[src/rtl/mem_access_ctrl.sv]
// Grant / MAR-load / timed access / ack sequencer sharing the SAP MAR and RAM port.
// Define MAC_RR_ARB_EN for round-robin arbitration; otherwise data beats fetch.
module mem_access_ctrl #(
    parameter int WAIT_CYCLES = 1
) (
    input  logic        clk,
    input  logic        rst,
    input  logic        fetch_req,
    input  logic [15:0] fetch_addr,
    input  logic        data_req,
    input  logic [15:0] data_addr,
    input  logic        data_we,
    input  logic [15:0] data_wdata,
    input  logic [15:0] mem_rdata,
    output logic        mar_write,
    output logic [15:0] mar_bus,
    output logic        mem_rd,
    output logic        mem_wr,
    output logic [15:0] mem_wdata,
    output logic        fetch_ack,
    output logic        data_ack,
    output logic [15:0] rdata,
    output logic        busy
);

    if (WAIT_CYCLES < 1 || WAIT_CYCLES > 15) begin : g_bad_wait
        $error("mem_access_ctrl: WAIT_CYCLES=%0d outside 1..15", WAIT_CYCLES);
    end

    localparam logic [3:0] CNT_INIT = 4'(WAIT_CYCLES - 1);

    typedef enum logic [1:0] {IDLE, LOAD, ACCESS, DONE} state_t;

    state_t      state_q, state_d;
    logic        id_data_q, id_data_d;
    logic [15:0] addr_q, addr_d;
    logic        we_q, we_d;
    logic [15:0] wdata_q, wdata_d;
    logic [3:0]  cnt_q, cnt_d;
    logic [15:0] rdata_q, rdata_d;
    logic        grant_data;

`ifdef MAC_RR_ARB_EN
    // 1 = data was granted last; reset value means fetch-last.
    logic last_data_q, last_data_d;

    always_comb begin
        grant_data = data_req & (~fetch_req | ~last_data_q);
    end
`else
    always_comb begin
        grant_data = data_req;
    end
`endif

    always_comb begin
        state_d   = state_q;
        id_data_d = id_data_q;
        addr_d    = addr_q;
        we_d      = we_q;
        wdata_d   = wdata_q;
        cnt_d     = cnt_q;
        rdata_d   = rdata_q;
`ifdef MAC_RR_ARB_EN
        last_data_d = last_data_q;
`endif
        case (state_q)
            IDLE: begin
                if (fetch_req || data_req) begin
                    id_data_d = grant_data;
                    addr_d    = grant_data ? data_addr : fetch_addr;
                    we_d      = grant_data & data_we;
                    wdata_d   = grant_data ? data_wdata : 16'h0000;
                    state_d   = LOAD;
`ifdef MAC_RR_ARB_EN
                    last_data_d = grant_data;
`endif
                end
            end
            LOAD: begin
                cnt_d   = CNT_INIT;
                state_d = ACCESS;
            end
            ACCESS: begin
                if (cnt_q == 4'd0) begin
                    state_d = DONE;
                    if (!we_q) rdata_d = mem_rdata;
                end else begin
                    cnt_d = cnt_q - 4'd1;
                end
            end
            DONE:    state_d = IDLE;
            default: state_d = IDLE;
        endcase
    end

    always_ff @(posedge clk or posedge rst) begin
        if (rst) begin
            state_q   <= IDLE;
            id_data_q <= 1'b0;
            addr_q    <= 16'h0000;
            we_q      <= 1'b0;
            wdata_q   <= 16'h0000;
            cnt_q     <= 4'd0;
            rdata_q   <= 16'h0000;
`ifdef MAC_RR_ARB_EN
            last_data_q <= 1'b0;
`endif
        end else begin
            state_q   <= state_d;
            id_data_q <= id_data_d;
            addr_q    <= addr_d;
            we_q      <= we_d;
            wdata_q   <= wdata_d;
            cnt_q     <= cnt_d;
            rdata_q   <= rdata_d;
`ifdef MAC_RR_ARB_EN
            last_data_q <= last_data_d;
`endif
        end
    end

    // Outputs decode only from state and latched registers.
    assign mar_write = (state_q == LOAD);
    assign mar_bus   = mar_write ? addr_q : 16'h0000;
    assign mem_rd    = (state_q == ACCESS) & ~we_q;
    assign mem_wr    = (state_q == ACCESS) & we_q;
    assign mem_wdata = mem_wr ? wdata_q : 16'h0000;
    assign fetch_ack = (state_q == DONE) & ~id_data_q;
    assign data_ack  = (state_q == DONE) & id_data_q;
    assign rdata     = rdata_q;
    assign busy      = (state_q != IDLE);

endmodule

[config.mk]
export PLATFORM = sky130hd
export DESIGN_NAME = mem_access_ctrl
export DESIGN_NICKNAME = d
export VERILOG_FILES = /design/src/rtl/mem_access_ctrl.sv
export SDC_FILE = /design/constraint.sdc
export NUM_CORES = 1
export LEC_CHECK = 0
export BUFFER_PORTS_ARGS = -buffer_cell sky130_fd_sc_hd__buf_4
export CAP_MARGIN = 15
export CORE_MARGIN = 4
export CORE_UTILIZATION = 45
export DETAILED_ROUTE_END_ITERATION = 16
export GPL_TIMING_DRIVEN = 1
export PLACE_DENSITY = 0.77
export SYNTH_ARGS = -nofsm -noshare
export SYNTH_HDL_FRONTEND = slang
export SYNTH_SLANG_ARGS = --single-unit
[constraint.sdc]
create_clock -name clk -period 3.4 [get_ports clk]
set_clock_uncertainty 0.1 [all_clocks]
set_input_delay 0.34 -clock clk [delete_from_list [all_inputs] [get_ports clk]]
set_output_delay 0.34 -clock clk [all_outputs]
set_load 0.005 [all_outputs]
# Yosys cells after proc, flatten, opt, wreduce, memory -nomap -nowiden
# Index checks and enable logic that the tools add are counted.
dict set report totals {
  reg_bits 56
  inputBits 69
  output_inout_bits 54
}
dict set report op_classes {
  add_sub_neg 1
  eq_ne 6
  n_mux 9
  bitwise_logic 7
  n_reduce_logical 9
}
# cell count
set op_table {}
lappend op_table {{16-bit 2-to-1 mux} 4}
lappend op_table {{2-bit case mux with 4 select lines} 1}
lappend op_table {{4-bit case mux with 2 select lines} 1}
lappend op_table {{2-bit inequality test, second input constant} 3}
lappend op_table {{2-bit AND reduction} 3}
lappend op_table {{1-bit bitwise AND} 5}
lappend op_table {{2-bit == test, second input constant} 2}
lappend op_table {{4-bit logical NOT} 1}
lappend op_table {{2-bit 2-to-1 mux} 2}
lappend op_table {{4-bit 2-to-1 mux} 1}
lappend op_table {{2-bit nonzero test} 2}
lappend op_table {{4-bit by 1-bit subtractor with 4-bit output, second input constant} 1}
lappend op_table {{3-bit AND reduction} 1}
lappend op_table {{2-bit by 1-bit == test with 1-bit output, second input constant} 1}
lappend op_table {{2-bit logical NOT} 1}
lappend op_table {{1-bit inverter} 2}
lappend op_table {{1-bit logical OR} 1}

# Longest topological paths before layout
dict set report depth {
  ltp_word 3
  depth_mapped 6
}

# Least setup slack after synthesis
# Ideal clock, no wire load.
dict set report synth_timing {
  path_kind {reg2reg}
  from {register cnt_q[0]}
  to {register state_q[1]}
  setup_ns 0.128
  arrival_time_ns 1.510
  required_ns 3.172
  setup_slack_ns 1.662
  stages_incl_launch_ff 6
  n_path_buf 0
  synth_period_minus_slack_ns 1.738
  path_cell_list {dfrtp_1 > inv_1 > ha_1 > or3b_1 > a21oi_2 > mux2_1}
}
dict set report synth_via {
  elab_chain_cells 3
}
# element line
set synth_rtl {}
lappend synth_rtl {{start: declaration} 39} ;# logic [3:0] cnt_q, cnt_d;
lappend synth_rtl {{start signal: assignment} 115} ;# cnt_q <= cnt_d;
lappend synth_rtl {{4-bit logical NOT} 85} ;# if (cnt_q == 4'd0) begin
lappend synth_rtl {{2-bit inequality test (no line)} -}
lappend synth_rtl {{2-bit AND reduction (no line)} -}
lappend synth_rtl {{end signal: assignment} 110} ;# state_q <= state_d;
lappend synth_rtl {{end: declaration} 34} ;# state_t state_q, state_d;
# Every way passes these cells.
# A chain may end at the register's enable or synchronous reset.

# Worst setup path in the final report
dict set report layout_timing {
  from {register state_q[1]}
  to {output mar_bus[14]}
}
dict set report layout_via {
  elab_chain_cells 2
}
# element line
set layout_rtl {}
lappend layout_rtl {{2-bit by 1-bit == test with 1-bit output} 124} ;# assign mar_write = (state_q == LOAD);
lappend layout_rtl {{16-bit 2-to-1 mux} 125} ;# assign mar_bus = mar_write ? addr_q : 16'h0000;
lappend layout_rtl {{end: declaration} 16} ;# output logic [15:0] mar_bus,
# Every way passes these cells.

==> out/qor.yml <==
detailed_routing:
  vias: 2209
  drtAntennaViolNets: 0
  wl_um: 6360
  drt_iter0_drc: 84
  drc_errors: 0
  viasPerCell: 4.91
  routedWlPerCell_um: 14.1
  firstDrtPassIters: 4
timing:
  drv_slew: 0
  finalCriticalPeriod_ps: 2160
  fmax_mhz: 464
  hold_viol_final: 0
  tns_ps: 0
  fin_ws_ps: 1240
  tightest_slew_ps: 769
  setup_viol: 0
  rsz0062_at_grt: "false"
  slew_headroom: 0.486
  min_period_over_period: 0.634
  hold_ws_ps: 74.6
layout:
  final_common_cell: "buf_4"
  num_antenna_cells: 0
  syn_to_final_growth_pct: 39.5
  nets: 453
  final_cells: 450
  final_cell_mix: "126 x buf_4, 58 x nand2_1, 56 x dfrtp_1"
  drive_gt1_frac: 0.410
die:
  die_w_um: 85.1
  die-area_mm2: 0.00725
  die_h_um: 85.1
  core_mm2: 0.00564
  rows: 27
  initial_utilization: 0.475
  pin_count: 123
clocking:
  clock_latency_ps: 300
  cts_made_buffers: 5
  root_buffer: "clkbuf_8"
  cts_setup_buffers: 0
  cts.path.max_buffers: 2
  clkSlewWorstSetupHoldPaths_ps: 100
  holdBufCountCts: 0
  tritoncts: "built"
  post_cts_resized: 0
  clkSinkCount: 56
  htreeDepth: 2
synth:
  synth_area_leaders: "dfrtp_1 52%, nand2_1 8.1%, mux2_2 7.1%, mux2i_1 6.7%, and2_1 4.2%"
  ys_warn_count: 0
  avgSynthCellArea_um2: 10.2
  netlist.area_leader.share: 0.523
  yosys_register_bits: 56
  seq_area_frac_synth: 0.523
  syn_nets: 338
  synth_top_area_cell: "dfrtp_1"
  syn_area_mm2: 0.00268
  synth_cells: 263
  ys_types: 27
placed_design:
  dp_cells: 443
  dp_slack_ps: 1300
  io_buffers: 122
  place_congestion: 0.786
  dp.final_hpwl_um: 4850
worst_setup_path:
  worstSetupStartpoint: "state_q[1]$_DFFE_PP0P_"
  path_class: "reg -> out"
  worstPathRequired_ps: 2960
  critPathLaunchType: "register"
  reg2reg_slack_ps: 1290
  worstReg2RegEnd: "state_q[1]$_DFFE_PP0P_"
  r2r_cells: 6
  cp.arrival_ps: 1720
  critPathMaxFanout: 19
  endpoint: "mar_bus[14]"
  endpoint_kind: "output pin"
  r2r-start: "state_q[0]$_DFFE_PP0P_"
power:
  finalPower_mw: 2.73
  p_leak_nw: 2.04
  vdd_ir_drop_max_mv: 0.361
  pwr_density_cell_mw_per_mm2: 731
grt:
  grt_start_max_net_pins: 38
  grt_pass1_vias: 2324
  track_usage: 0.181
  grt_pass1_wl_um: 10700
  overflow: 0
  antenna_found_initial: 0
run:
  cap_violations: 0
min_path:
  min_path_type: "in -> async"
status:
  status: "complete, no violations"
[worst min path at each step]
stage	startpoint	endpoint	slack [ps]
after floorplan	wdata_q[13]$_DFFE_PP0P_	wdata_q[13]$_DFFE_PP0P_	330
after global placement	wdata_q[12]$_DFFE_PP0P_	wdata_q[12]$_DFFE_PP0P_	340
after detailed placement	wdata_q[0]$_DFFE_PP0P_	wdata_q[0]$_DFFE_PP0P_	350
after CTS	rst	rdata[1]$_DFFE_PP0P_	100
after global routing	rst	rdata[6]$_DFFE_PP0P_	150
final	rst	rdata[0]$_DFFE_PP0P_	70
[state kept, by name (all words and copies together) (netlist names)]
| register | cells |
|---|---|
| wdata_q | 16 |
| cnt_q | 4 |
| id_data_q | 1 |
| state_q | 2 |
| addr_q | 16 |
| rdata | 16 |
| we_q | 1 |
[cells by family after synthesis]
group                      Yosys count  synth area share
DFF                                 56             0.523
muxes                               36             0.143
and+or+nand+nor                    121             0.222
adders and majority gates            6            0.0280
AOI/OAI and AO/OA                   20            0.0425
buffers and inverters               24            0.0407
[worst max-delay path: stages (launching register included)]
cell,delay [ps]
dfrtp_1,420
inv_1,120
ha_1,540
and2_1,220
buf_4,110
[synthesized netlist by cell type]
master,instances
a21oi_2,1
a22o_2,1
and2_1,18
and3_1,16
buf_2,6
buf_4,1
buf_6,1
clkbuf_1,10
dfrtp_1,56
ha_1,6
inv_1,6
mux2_1,1
mux2_2,17
mux2i_1,18
nand2_1,58
nand2b_1,1
nand3_1,18
nand4b_1,1
nand4b_2,1
nor2_1,3
nor2b_1,2
nor3_1,1
nor3b_1,1
o21ai_0,16
o21ai_1,1
o32a_1,1
or3b_1,1
[final cells by class]
class                           count  area (um2)
Clock buffer                        7        96.3
Fill cell                         483        1910
Inverter                            6        22.5
Sequential cell                    56        1400
Multi-Input combinational cell    183        1180
Tap cell                           72        90.1
Timing Repair Buffer              126         946
[layer usage]
layer	global-route usage	vias up	wire, um
li1	-	1099	-
met1	0.208	1025	2400
met2	0.315	81	3240
met3	0.0650	4	667
met4	0.0518	0	56
met5	0	-	0
[report_power, final]
group,switching (mW),total (mW),internal [mW],leakage (nW)
combinational,0.556,1.19,0.637,1.29
sequential,0.176,1.16,0.983,0.693
clock,0.199,0.381,0.182,0.0503
total,0.930,2.73,1.80,2.04
[through the flow]
step                       util  area [um2]
after global routing      0.662        3730
after global placement    0.645        3640
after detailed placement  0.645        3640
final                     0.662        3730
after floorplan               -        2680
after CTS                 0.662        3730
Note: power is estimated with default switching activity, not from simulation.
